`src/rtl/rcm_pkg.sv`:
```
// Shared types, drain word indices and a saturating adder for reg_capture_monitor.
package rcm_pkg;

    typedef enum logic [1:0] {
        IDLE  = 2'd0,
        RUN   = 2'd1,
        DRAIN = 2'd2
    } state_e;

    localparam int                IDX_W     = 2;
    localparam logic [IDX_W-1:0]  WORD_CYC  = 2'd0;
    localparam logic [IDX_W-1:0]  WORD_TOG  = 2'd1;
    localparam logic [IDX_W-1:0]  WORD_MAX  = 2'd2;
    localparam int                NUM_WORDS = 3;

    // Add b to a and clamp at maxv; a is assumed already <= maxv.
    function automatic logic [63:0] sat_add(input logic [63:0] a,
                                            input logic [63:0] b,
                                            input logic [63:0] maxv);
        logic [64:0] sum;
        sum = {1'b0, a} + {1'b0, b};
        if (sum > {1'b0, maxv}) begin
            return maxv;
        end else begin
            return sum[63:0];
        end
    endfunction

endpackage

```
`src/rtl/reg_capture_monitor_if.sv`:
```
// Valid/ready drain port carrying the three statistics words.
interface rcm_drain_if #(
    parameter int CNT_W = 32
);
    logic             out_valid;
    logic             out_ready;
    logic [CNT_W-1:0] out_data;
    logic             out_last;

    modport master (output out_valid, output out_data, output out_last, input  out_ready);
    modport slave  (input  out_valid, input  out_data, input  out_last, output out_ready);
endinterface

```
`src/rtl/popcount_tree.sv`:
```
// Combinational count of bits that differ between the D and Q buses.
module popcount_tree #(
    parameter int WIDTH = 64,
    parameter int POP_W = $clog2(WIDTH + 1)
) (
    input  logic [WIDTH-1:0] d_in,
    input  logic [WIDTH-1:0] q_in,
    output logic [POP_W-1:0] pop
);

    localparam int LEVELS = (WIDTH > 1) ? $clog2(WIDTH) : 1;
    localparam int LEAVES = 1 << LEVELS;

    logic [LEAVES-1:0] diff_s;
    logic [POP_W-1:0]  node_s [LEAVES];

    // Toggle mask padded with zeros up to a power-of-two leaf count.
    always_comb begin
        diff_s = LEAVES'(d_in ^ q_in);
    end

    // Pairwise adder tree, reduced in place one level at a time.
    always_comb begin
        for (int i = 0; i < LEAVES; i++) begin
            node_s[i] = POP_W'(diff_s[i]);
        end
        for (int l = 0; l < LEVELS; l++) begin
            for (int i = 0; i < (LEAVES >> (l + 1)); i++) begin
                node_s[i] = node_s[2*i] + node_s[2*i+1];
            end
        end
    end

    assign pop = node_s[0];

endmodule

```
`src/rtl/reg_capture_monitor.sv`:
```
// Counts per-cycle bit toggles of a watched register and drains three
// run statistics (cycles, total toggles, peak toggles) over valid/ready.
module reg_capture_monitor
    import rcm_pkg::*;
#(
    parameter int WIDTH = 64,
    parameter int CNT_W = 32,
    parameter int POP_W = $clog2(WIDTH + 1)
) (
    input  logic             CK,
    input  logic             RN,
    input  logic             start,
    input  logic             stop,
    input  logic             sample_en,
    input  logic [WIDTH-1:0] d_in,
    input  logic [WIDTH-1:0] q_in,
    output logic             busy,
    output logic             done,
    rcm_drain_if.master      drain
);

    localparam logic [63:0] CNT_MAX = 64'({CNT_W{1'b1}});

    state_e           state_r, state_nxt_s;
    logic [CNT_W-1:0] cyc_cnt_r, cyc_nxt_s;
    logic [CNT_W-1:0] tog_cnt_r, tog_nxt_s;
    logic [POP_W-1:0] max_tog_r, max_nxt_s;
    logic [IDX_W-1:0] word_idx_r, idx_nxt_s;
    logic [POP_W-1:0] pop_s;
    logic             hs_s;
    logic             last_hs_s;
    logic [CNT_W-1:0] word_sel_s;

    logic             out_valid_r;
    logic             out_last_r;
    logic [CNT_W-1:0] out_data_r;
    logic             busy_r;
    logic             done_r;

    popcount_tree #(
        .WIDTH (WIDTH),
        .POP_W (POP_W)
    ) u_popcount (
        .d_in (d_in),
        .q_in (q_in),
        .pop  (pop_s)
    );

    assign hs_s      = (state_r == DRAIN) && drain.out_ready;
    assign last_hs_s = hs_s && (word_idx_r == IDX_W'(NUM_WORDS - 1));

    // Next state, next accumulator values and next drain index.
    always_comb begin
        state_nxt_s = state_r;
        cyc_nxt_s   = cyc_cnt_r;
        tog_nxt_s   = tog_cnt_r;
        max_nxt_s   = max_tog_r;
        idx_nxt_s   = word_idx_r;
        case (state_r)
            IDLE: begin
                if (start) begin
                    state_nxt_s = RUN;
                    cyc_nxt_s   = '0;
                    tog_nxt_s   = '0;
                    max_nxt_s   = '0;
                end else begin
                    state_nxt_s = IDLE;
                end
            end
            RUN: begin
                // The stop cycle itself still counts when sampled.
                if (sample_en) begin
                    cyc_nxt_s = CNT_W'(sat_add(64'(cyc_cnt_r), 64'd1, CNT_MAX));
                    tog_nxt_s = CNT_W'(sat_add(64'(tog_cnt_r), 64'(pop_s), CNT_MAX));
                    max_nxt_s = (pop_s > max_tog_r) ? pop_s : max_tog_r;
                end else begin
                    cyc_nxt_s = cyc_cnt_r;
                end
                if (stop) begin
                    state_nxt_s = DRAIN;
                    idx_nxt_s   = WORD_CYC;
                end else begin
                    state_nxt_s = RUN;
                end
            end
            DRAIN: begin
                if (last_hs_s) begin
                    state_nxt_s = IDLE;
                    idx_nxt_s   = WORD_CYC;
                end else if (hs_s) begin
                    idx_nxt_s   = word_idx_r + 2'd1;
                end else begin
                    idx_nxt_s   = word_idx_r;
                end
            end
            default: begin
                state_nxt_s = IDLE;
            end
        endcase
    end

    // Word presented after the coming edge, chosen from next-cycle values.
    always_comb begin
        word_sel_s = '0;
        case (idx_nxt_s)
            WORD_CYC: word_sel_s = cyc_nxt_s;
            WORD_TOG: word_sel_s = tog_nxt_s;
            WORD_MAX: word_sel_s = CNT_W'(max_nxt_s);
            default:  word_sel_s = '0;
        endcase
    end

    // State, accumulators and drain index.
    always_ff @(posedge CK or negedge RN) begin
        if (!RN) begin
            state_r    <= IDLE;
            cyc_cnt_r  <= '0;
            tog_cnt_r  <= '0;
            max_tog_r  <= '0;
            word_idx_r <= WORD_CYC;
        end else begin
            state_r    <= state_nxt_s;
            cyc_cnt_r  <= cyc_nxt_s;
            tog_cnt_r  <= tog_nxt_s;
            max_tog_r  <= max_nxt_s;
            word_idx_r <= idx_nxt_s;
        end
    end

    // Registered outputs, aligned with the state they describe.
    always_ff @(posedge CK or negedge RN) begin
        if (!RN) begin
            out_valid_r <= 1'b0;
            out_last_r  <= 1'b0;
            out_data_r  <= '0;
            busy_r      <= 1'b0;
            done_r      <= 1'b0;
        end else begin
            out_valid_r <= (state_nxt_s == DRAIN);
            out_last_r  <= (state_nxt_s == DRAIN) && (idx_nxt_s == WORD_MAX);
            out_data_r  <= (state_nxt_s == DRAIN) ? word_sel_s : '0;
            busy_r      <= (state_nxt_s != IDLE);
            done_r      <= last_hs_s;
        end
    end

    assign drain.out_valid = out_valid_r;
    assign drain.out_last  = out_last_r;
    assign drain.out_data  = out_data_r;
    assign busy            = busy_r;
    assign done            = done_r;

endmodule

```
`src/flat_wrapper.sv`:
```
// flat-port wrapper written by rule: the top's interface ports become plain ports
module reg_capture_monitor_flat import rcm_pkg::*;
#(
    parameter int WIDTH = 64,
    parameter int CNT_W = 32,
    parameter int POP_W = $clog2(WIDTH + 1)
)
  (CK, RN, start, stop, sample_en, d_in, q_in, busy, done, drain_out_valid, drain_out_data, drain_out_last, drain_out_ready);
  rcm_drain_if #(.CNT_W(CNT_W)) drain_i ();
  input  logic CK;
  input  logic RN;
  input  logic start;
  input  logic stop;
  input  logic sample_en;
  input  logic [WIDTH-1:0] d_in;
  input  logic [WIDTH-1:0] q_in;
  output logic busy;
  output logic done;
  output wire logic [$bits(drain_i.out_valid)-1:0] drain_out_valid;
  output wire logic [$bits(drain_i.out_data)-1:0] drain_out_data;
  output wire logic [$bits(drain_i.out_last)-1:0] drain_out_last;
  input wire logic [$bits(drain_i.out_ready)-1:0] drain_out_ready;
  assign drain_out_valid = drain_i.out_valid;
  assign drain_out_data = drain_i.out_data;
  assign drain_out_last = drain_i.out_last;
  assign drain_i.out_ready = drain_out_ready;
  reg_capture_monitor #(.WIDTH(WIDTH), .CNT_W(CNT_W), .POP_W(POP_W)) u_core (.CK(CK), .RN(RN), .start(start), .stop(stop), .sample_en(sample_en), .d_in(d_in), .q_in(q_in), .busy(busy), .done(done), .drain(drain_i));
endmodule
```
`config.mk`:
```
export PLATFORM = sky130hd
export DESIGN_NAME = reg_capture_monitor_flat
export DESIGN_NICKNAME = d
export VERILOG_FILES = /design/src/rtl/rcm_pkg.sv /design/src/rtl/reg_capture_monitor_if.sv /design/src/rtl/popcount_tree.sv /design/src/rtl/reg_capture_monitor.sv /design/src/flat_wrapper.sv
export SDC_FILE = /design/constraint.sdc
export NUM_CORES = 1
export LEC_CHECK = 0
export ABC_AREA = 1
export CAP_MARGIN = 10
export CELL_PAD_IN_SITES_DETAIL_PLACEMENT = 1
export CELL_PAD_IN_SITES_GLOBAL_PLACEMENT = 1
export CORE_MARGIN = 8
export CORE_UTILIZATION = 43
export DETAILED_ROUTE_END_ITERATION = 8
export GPL_ROUTABILITY_DRIVEN = 0
export PLACE_DENSITY_LB_ADDON = 0.1
export SLEW_MARGIN = 10
export SYNTH_ARGS = -nofsm -noshare
export SYNTH_HDL_FRONTEND = slang
export SYNTH_SLANG_ARGS = --single-unit
```
`constraint.sdc`:
```
create_clock -name CK -period 7.4 [get_ports CK]
set_input_delay 1.11 -clock CK [delete_from_list [all_inputs] [get_ports CK]]
set_output_delay 1.11 -clock CK [all_outputs]
set_load 0.02 [all_outputs]
```
* After elaboration in Yosys (flattened, before gate mapping) *
Index checks and enable logic that the tools add are counted.

word-level totals
  bits in registers = 111
  bits of input ports = 134
  output and inout bits = 36
  word-level logic and storage cells = 114

cells by class
  $add $sub $neg = 66
  magnitude comparators = 3
  eq/ne operators = 6
  mux-type cells = 22
  bitwise operators = 1
  reduce and logical (&&, ||, !) cells = 6

operator list
  kind                   number
  $mux 32                7
  $pmux 32 s2            2
  $pmux 32 s3            1
  $gt 33x32->1 const B   2
  $add 1x1->2            32
  $xor 64x64->64         1
  $add 2x2->3            16
  $add 32x1->33 const B  1
  $add 32x7->33          1
  $add 3x3->4            8
  $mux 7                 3
  $add 4x4->5            4
  $pmux 7 s2             1
  $add 5x5->6            2
  $mux 2                 5
  $eq 2x2->1 const B     4
  $add 6x6->7            1
  $gt 7x7->1             1
  $pmux 2 s3             1
  $eq 2x1->1 const B     2
  $logic_not 2->1        2
  $pmux 2 s2             1
  $logic_and 1x1->1      3
  $add 2x1->2 const B    1
  2 further kinds        2

* Logic depth before layout (Yosys ltp) *
Gate-level depths: netlist of the first run.

  depth after elaboration = 14
  gate-level depth with buffers = 38
  gate-level depth less buffers = 38

* Cells and area by module *
From an unflattened synthesis of the first run, not the netlist that was laid out.

unflattened totals
  cell total of the unflattened synthesis = 1,367
  area, all modules = 10,177.3 um^2

modules (own cells, without submodules)
  module               instances  cells each  area an instance (um^2)
  reg_capture_monitor  1          1,137       7,867.5
  popcount_tree        1          230         2,309.7

* Worst setup path before layout of the first run *
No wires, ideal clock.

  path type = in2reg
  from = in q_in[11]
  to = reg u_core.out_data_r[13] (netlist: u_core.drain.out_data[13])
  setup time = 0.146 ns
  arrival = 8.349 ns
  setup slack = -1.095 ns
  stages = 35
  path buffers = 0
  cell sequence = xor2_1 > fa_1 > inv_1 > fa_1 > inv_1 > fa_1 > fa_1 > fa_1 > fa_1 > inv_1 > fa_1 > fa_1 > inv_1 > ha_1 > fa_1 > a21oi_1 > nor2_1 > nor2_1 > nor2_1 > nor2_1 > inv_1 > a21oi_1 > inv_1 > ha_1 > nand2_1 > o21ai_2 > nand2_1 > nor2_1 > nand2_1 > xor2_1 > nand3_1 > nand2_1 > o21ai_0 > nand2_1 > a21oi_2

between the ends
  word-level cells in the longest chain between the ends = 14

ends and longest elaborated chain
  item                      RTL line                    text
  start, declared           flat_wrapper.sv:16          input logic [WIDTH-1:0] q_in;
  $xor 64x64->64 (*)        popcount_tree.sv:19         diff_s = LEAVES'(d_in ^ q_in);
  $add 1x1->2 (*)           popcount_tree.sv:29         node_s[i] = node_s[2*i] + node_s[2*i+1];
  $add 2x2->3 (*)           popcount_tree.sv:29
  $add 3x3->4 (*)           popcount_tree.sv:29
  $add 4x4->5 (*)           popcount_tree.sv:29
  $add 5x5->6 (*)           popcount_tree.sv:29
  $add 6x6->7 (*)           popcount_tree.sv:29
  $add 32x7->33 (*)         rcm_pkg.sv:21               sum = {1'b0, a} + {1'b0, b};
  $gt 33x32->1              rcm_pkg.sv:22               if (sum > {1'b0, maxv}) begin
  $mux 32 (*)               rcm_pkg.sv:22
  $mux 32 (*)               reg_capture_monitor.sv:72   if (sample_en) begin
  $pmux 32 s2 (*)           reg_capture_monitor.sv:59   case (state_r)
  via u_core.tog_nxt_s[13]  reg_capture_monitor.sv:26   logic [CNT_W-1:0] tog_cnt_r, tog_nxt_s;
  $pmux 32 s3 (*)           reg_capture_monitor.sv:105  case (idx_nxt_s)
  $mux 32 (*)               reg_capture_monitor.sv:141  out_data_r <= (state_nxt_s == DRAIN) ? word_sel_s : '0;
  end signal, assigned      reg_capture_monitor.sv:141
  end, declared             reg_capture_monitor.sv:36   logic [CNT_W-1:0] out_data_r;

Mark *: on every way through the listed nets, which the timed path passes. The rest lies on a longest branch.

* Worst setup path in the final report of the first run *
  from = in q_in[51]
  to = reg u_core.out_data_r[7] (netlist: u_core.drain.out_data[7])

The elaborated chain is that of the path after synthesis.

==> metrics.yaml, run 1 <==
numCtsBuffers: 9
antenna_found_initial: 0
cp_slowest_cell: "fa_1"
required_ns: 7.69
fmax_mhz: 114
start_util_pct: 44.0
fin_tns_setup_ns: -74.90
slowest_delay_ns: 0.55
synth_xor_area_share_pct: 8.86
fin_area_sq_mm: 0.0137
synth_cells: 1347
die_h_um: 168
busiest_layer: "met2"
hp-class: "reg -> reg"
wire_per_inst_um: 22.9
wl_mm: 42.6
timing.final.hold_violations: 0
maxCapViolCount: 0
track_usage_pct: 27.5
ctsHoldBuffers: 0
final_common_cell: "nand2_1"
dp_hpwl_mm: 26.9
synth_area_per_cell_sq_um: 7.41
antenna_cells: 0
placed_cell_area_sq_mm: 0.0125
syn_area_sq_mm: 0.00998
vias: 10600
first_pass_iters: 6
final_cell_mix: "317 x nand2_1, 144 x inv_1, 111 x dfrtp_1, 101 x clkdlybuf4s50_1, 93 x nor2_1"
clkLatencyLatePin_ns: 0.38
synth_seq_cells: 111
ys.flop_type: "dfrtp_1"
die_w_um: 168
dr.first_iter.drc_count: 771
port_buffers: 169
worstPathArrival_ns: 9.04
drive_gt1_share_pct: 27.1
slew_viol_final: 0
use_met3_pct: 3.79
syn_to_final_growth_pct: 37.4
rsz0062_at_grt: "yes"
cts_tree: "yes"
pre_cts_ws_ns: -1.92
yosys.area_share.adder_pct: 15.7
grt_pass1_vias: 11200
muxShareOfSynthArea_pct: 0
setup_viol: 71
ys_warn_count: 0
worst_pin_slew_ns: 1.04
status: "finished, violations left"
grt_pass1_wl_mm: 61.7
overflow: 0
synth_top_family_by_area: "simple AND/OR/NAND/NOR gates"
synth_cell_type_count: 36
ys_seq_area_share_pct: 27.8
async_flop_share_pct: 100
critical_path_class: "in -> reg"
via_per_inst: 5.70
cts_buffer_depth: 2
path_common_cell: "fa_1"
nFillCells: 2708
synth_compound_area_share_pct: 10.3
cts_sinks: 111
cts.root.buffer_cell: "clkbuf_16"
yosys.area_share.simple_pct: 28.9
row_count: 55
finClkSkew_ns: 0.0133
stdcell_count: 1863
io_pins: 170
clk_pin_slew_ns: 0.09
min_period_ns: 8.75
grt_use_met1_pct: 34.4
start_kind: "input port"
final.period_utilization_pct: 118
timing.final.ws_setup_ns: -1.35
dp.cells: 1815
gr-usage-met2_pct: 48.7
drc: 0
dieArea_sq_mm: 0.0284
synth-edff-count: 0
relSlewSlack_pct: 30.8
violations: "setup timing"
htreeDepth: 3
grt_max_degree: 71
postRouteAntennaNets: 0
synth_nets: 1573
crit_fanout: 4
design.final.nets: 1799
coreArea_sq_mm: 0.0227
crit_path_end_kind: "register"
[cell type report]
cell class                 instances  area [sq um]  share of cell area, %
clock inverter                     7          73.8                  0.538
tap                              285           357                   2.60
timing repair buffer             262          2340                   17.0
inverter                         171           642                   4.68
sequential                       111          2780                   20.2
clock buffer                       9           225                   1.64
multi-input combinational       1018          7300                   53.2
[synth_stat cells, types with 21 or more instances]
library cell  instances  share of area [%]
a21oi_1              79                4.0
clkbuf_1             34                1.3
dfrtp_1             111                 28
fa_1                 55                 11
ha_1                 37                4.6
inv_1               162                6.1
nand2_1             349                 13
nand2_2              32                2.0
nand3_1              71                3.6
nand3_2              21                2.1
nand4_1              22                1.4
nor2_1              102                3.8
nor3_1               21                1.1
o21ai_0              62                3.1
xnor2_1              34                3.0
xor2_1               67                5.9
[registers in the layout (all words and copies together), names as in the netlist]
signal	flops
u_core.drain.out_data	32
u_core.max_tog_r	7
u_core.drain.out_valid	1
u_core.tog_cnt_r	32
u_core.busy	1
u_core.drain.out_last	1
u_core.done	1
u_core.cyc_cnt_r	32
u_core.state_r	2
u_core.word_idx_r	2
[cells by family (layout without fill, tap and decap cells)]
logic type | count (synthesis) | count (layout)
AOI/OAI and AO/OA | 182 | 182
xor gates and xnor gates | 101 | 101
adders and majority gates | 92 | 92
buffers and inverters | 218 | 449
DFF | 111 | 111
and+or+nand+nor | 643 | 643
[final timing paths]
| path | slack (ns) | to | startpoint | cells past startpoint |
|---|---|---|---|---|
| min reg2reg | 0.58 | u_core.tog_cnt_r[19] | u_core.tog_cnt_r[19] | 2 |
| max reg2reg | 3.79 | u_core.drain.out_data[10] | u_core.cyc_cnt_r[0] | 17 |
| min in group asynchronous | 0.83 | u_core.done | RN | 1 |
| max | -1.35 | u_core.drain.out_data[7] | q_in[51] | 36 |
| min | 0.58 | u_core.tog_cnt_r[19] | u_core.tog_cnt_r[19] | 2 |
| max in group asynchronous | 5.27 | u_core.cyc_cnt_r[9] | RN | 2 |
[per-layer routing]
layer | up-vias | routed length [um]
li1 | 4737 | -
met1 | 5309 | 16800
met2 | 442 | 21600
met3 | 137 | 2640
met4 | 0 | 1520
met5 | - | 0
[per-stage QoR]
stage,utilization [%],hold WS [ns]
after CTS,58.6,0.550
after floorplan,-,0.468
after global routing,60.4,0.613
after global placement,54.9,0.518
after detailed placement,54.9,0.537
final,60.4,0.581
[timing repair]
item / 4_1_cts / 5_1_grt
gates resized for setup: 267 / 123
setup endpoints to repair: 71 / 71
pin swaps: 106 / 50
setup buffers: 20 / 15
[critical path: cells and delay by family]
kind            cells  cell delay (ns)
simple gates       10             1.09
xor+xnor            1             0.20
compound gates      5             0.87
fa+ha+maj          11             4.84
buf+inv             9             0.90
Power of run 1 is not shown: default switching activity piles up to over one toggle a cycle in this logic, so the estimate is an artifact.
==> inputs of run 2 (changes only) <==
CTS_CLUSTER_SIZE = 10   (was unset)
HOLD_SLACK_MARGIN = 0.12   (was unset)
TNS_END_PERCENT = 5   (was unset)
==> metrics.yaml, run 2 (same netlist as run 1, synthesis figures left out) <==
ctsHoldBuffers: 0
slew_viol_final: 0
antenna_found_initial: 0
busiest_layer: "met2"
required_ns: 7.68
timing.final.ws_setup_ns: -1.06
grt_pass1_wl_mm: 58.4
hp-class: "reg -> reg"
design.final.nets: 1769
crit_family: "adder cells"
cp.depth: 36
dr.first_iter.drc_count: 542
drc: 0
vias: 9936
whs_path_depth: 2
numCtsBuffers: 9
critical_path_class: "in -> reg"
cts_sinks: 111
violations: "setup timing"
cp_slowest_cell: "fa_1"
start_kind: "input port"
die_w_um: 168
worst_pin_slew_ns: 0.966
finish.utilization_pct: 57.5
clkLatencyLatePin_ns: 0.36
final_common_cell: "nand2_1"
coreArea_sq_mm: 0.0227
finClkSkew_ns: 0.0121
overflow: 0
use_met3_pct: 5.71
cts_tree: "yes"
port_buffers: 169
relSlewSlack_pct: 35.5
io_pins: 170
fmax_mhz: 118
syn_to_final_growth_pct: 30.7
htreeDepth: 3
wl_mm: 36.0
rsz0062_at_grt: "yes"
slowest_delay_ns: 0.61
row_count: 55
start_util_pct: 44.0
grt_pass1_vias: 11200
gr-usage-met2_pct: 44.9
first_pass_iters: 5
antenna_cells: 0
drive_gt1_share_pct: 21.7
crit_fanout: 7
via_per_inst: 5.42
maxCapViolCount: 0
cts_buffer_depth: 2
dp_hpwl_mm: 27.1
postRouteAntennaNets: 0
final_cell_mix: "338 x nand2_1, 143 x inv_1, 111 x dfrtp_1, 101 x clkdlybuf4s50_1, 96 x nor2_1"
path_common_cell: "fa_1"
worstPathArrival_ns: 8.74
final.period_utilization_pct: 114
grt_use_met1_pct: 29.5
min_period_ns: 8.46
track_usage_pct: 25.8
die_h_um: 168
timing.final.hold_violations: 0
wire_per_inst_um: 19.7
path_buf_inv: 8
clk_pin_slew_ns: 0.08
grt_max_degree: 71
dieArea_sq_mm: 0.0284
status: "finished, violations left"
setup_viol: 71
cts.root.buffer_cell: "clkbuf_16"
rr_worst_depth: 17
crit_path_end_kind: "register"
## run 2: area by class of cell
cell class,count,area (sq um)
Sequential cell,111,2780
Clock inverter,7,90.1
Multi-Input combinational cell,1019,6960
Tap cell,285,357
Timing Repair Buffer,231,2000
Inverter,171,642
Fill cell,2781,9660
Clock buffer,9,225
## run 2: per-layer routing
layer  part of all wire (%)  wire (um)
met1                     40      14400
met2                     50      17800
met3                    6.2       2250
met4                    4.2       1500
met5                      0          0
## run 2: path summary, 6_finish.rpt
check	startpoint	to	slack (ns)
max in group asynchronous	RN	u_core.cyc_cnt_r[8]	5.27
setup / recovery	q_in[7]	u_core.drain.out_data[4]	-1.06
hold / removal	u_core.tog_cnt_r[31]	u_core.tog_cnt_r[31]	0.53
hold reg to reg	u_core.tog_cnt_r[31]	u_core.tog_cnt_r[31]	0.53
min in group asynchronous	RN	u_core.cyc_cnt_r[4]	0.76
setup reg to reg	u_core.cyc_cnt_r[0]	u_core.drain.out_data[11]	3.83
## run 2: worst register-to-register path, stage by stage, from the launching register on
cell	delay, ns
dfrtp_1	0.60
ha_1	0.30
nand2_1	0.11
nor2_4	0.20
nand2_1	0.15
nand2_1	0.11
nand2_1	0.05
nor2_1	0.15
nand2_1	0.08
nor2_1	0.26
nand4_1	0.17
nor2_2	0.16
nand3_4	0.42
nand3_1	0.21
nand2_1	0.07
nand2_1	0.14
nand2_1	0.14
a21oi_1	0.17
## run 2: stage by stage
| stage | instances | hold slack, ns | TNS, ns | worst slack (ns) | area, sq um |
|---|---|---|---|---|---|
| 5_1_grt | 1833 | 0.552 | -77.24 | -1.39 | 13100 |
| 6_report | 1833 | 0.529 | -56.52 | -1.06 | 13100 |
| 4_1_cts | 1832 | 0.525 | -54.40 | -0.996 | 13000 |
| 3_3_place_gp | 1809 | 0.498 | -98.23 | -1.64 | 12400 |
| 2_1_floorplan | 1347 | 0.468 | -40.74 | -0.719 | 10100 |
| 3_5_place_dp | 1809 | 0.505 | -119.76 | -1.95 | 12400 |
## run 2: timing repair
action                                  in CTS  in global routing
pin swaps                                   85                 45
buffers inserted                             6                  1
gates resized for setup                    253                 88
gates cloned                                 1                  0
endpoints found under the setup margin      71                 71
Power of run 2 is left out for the same reason.
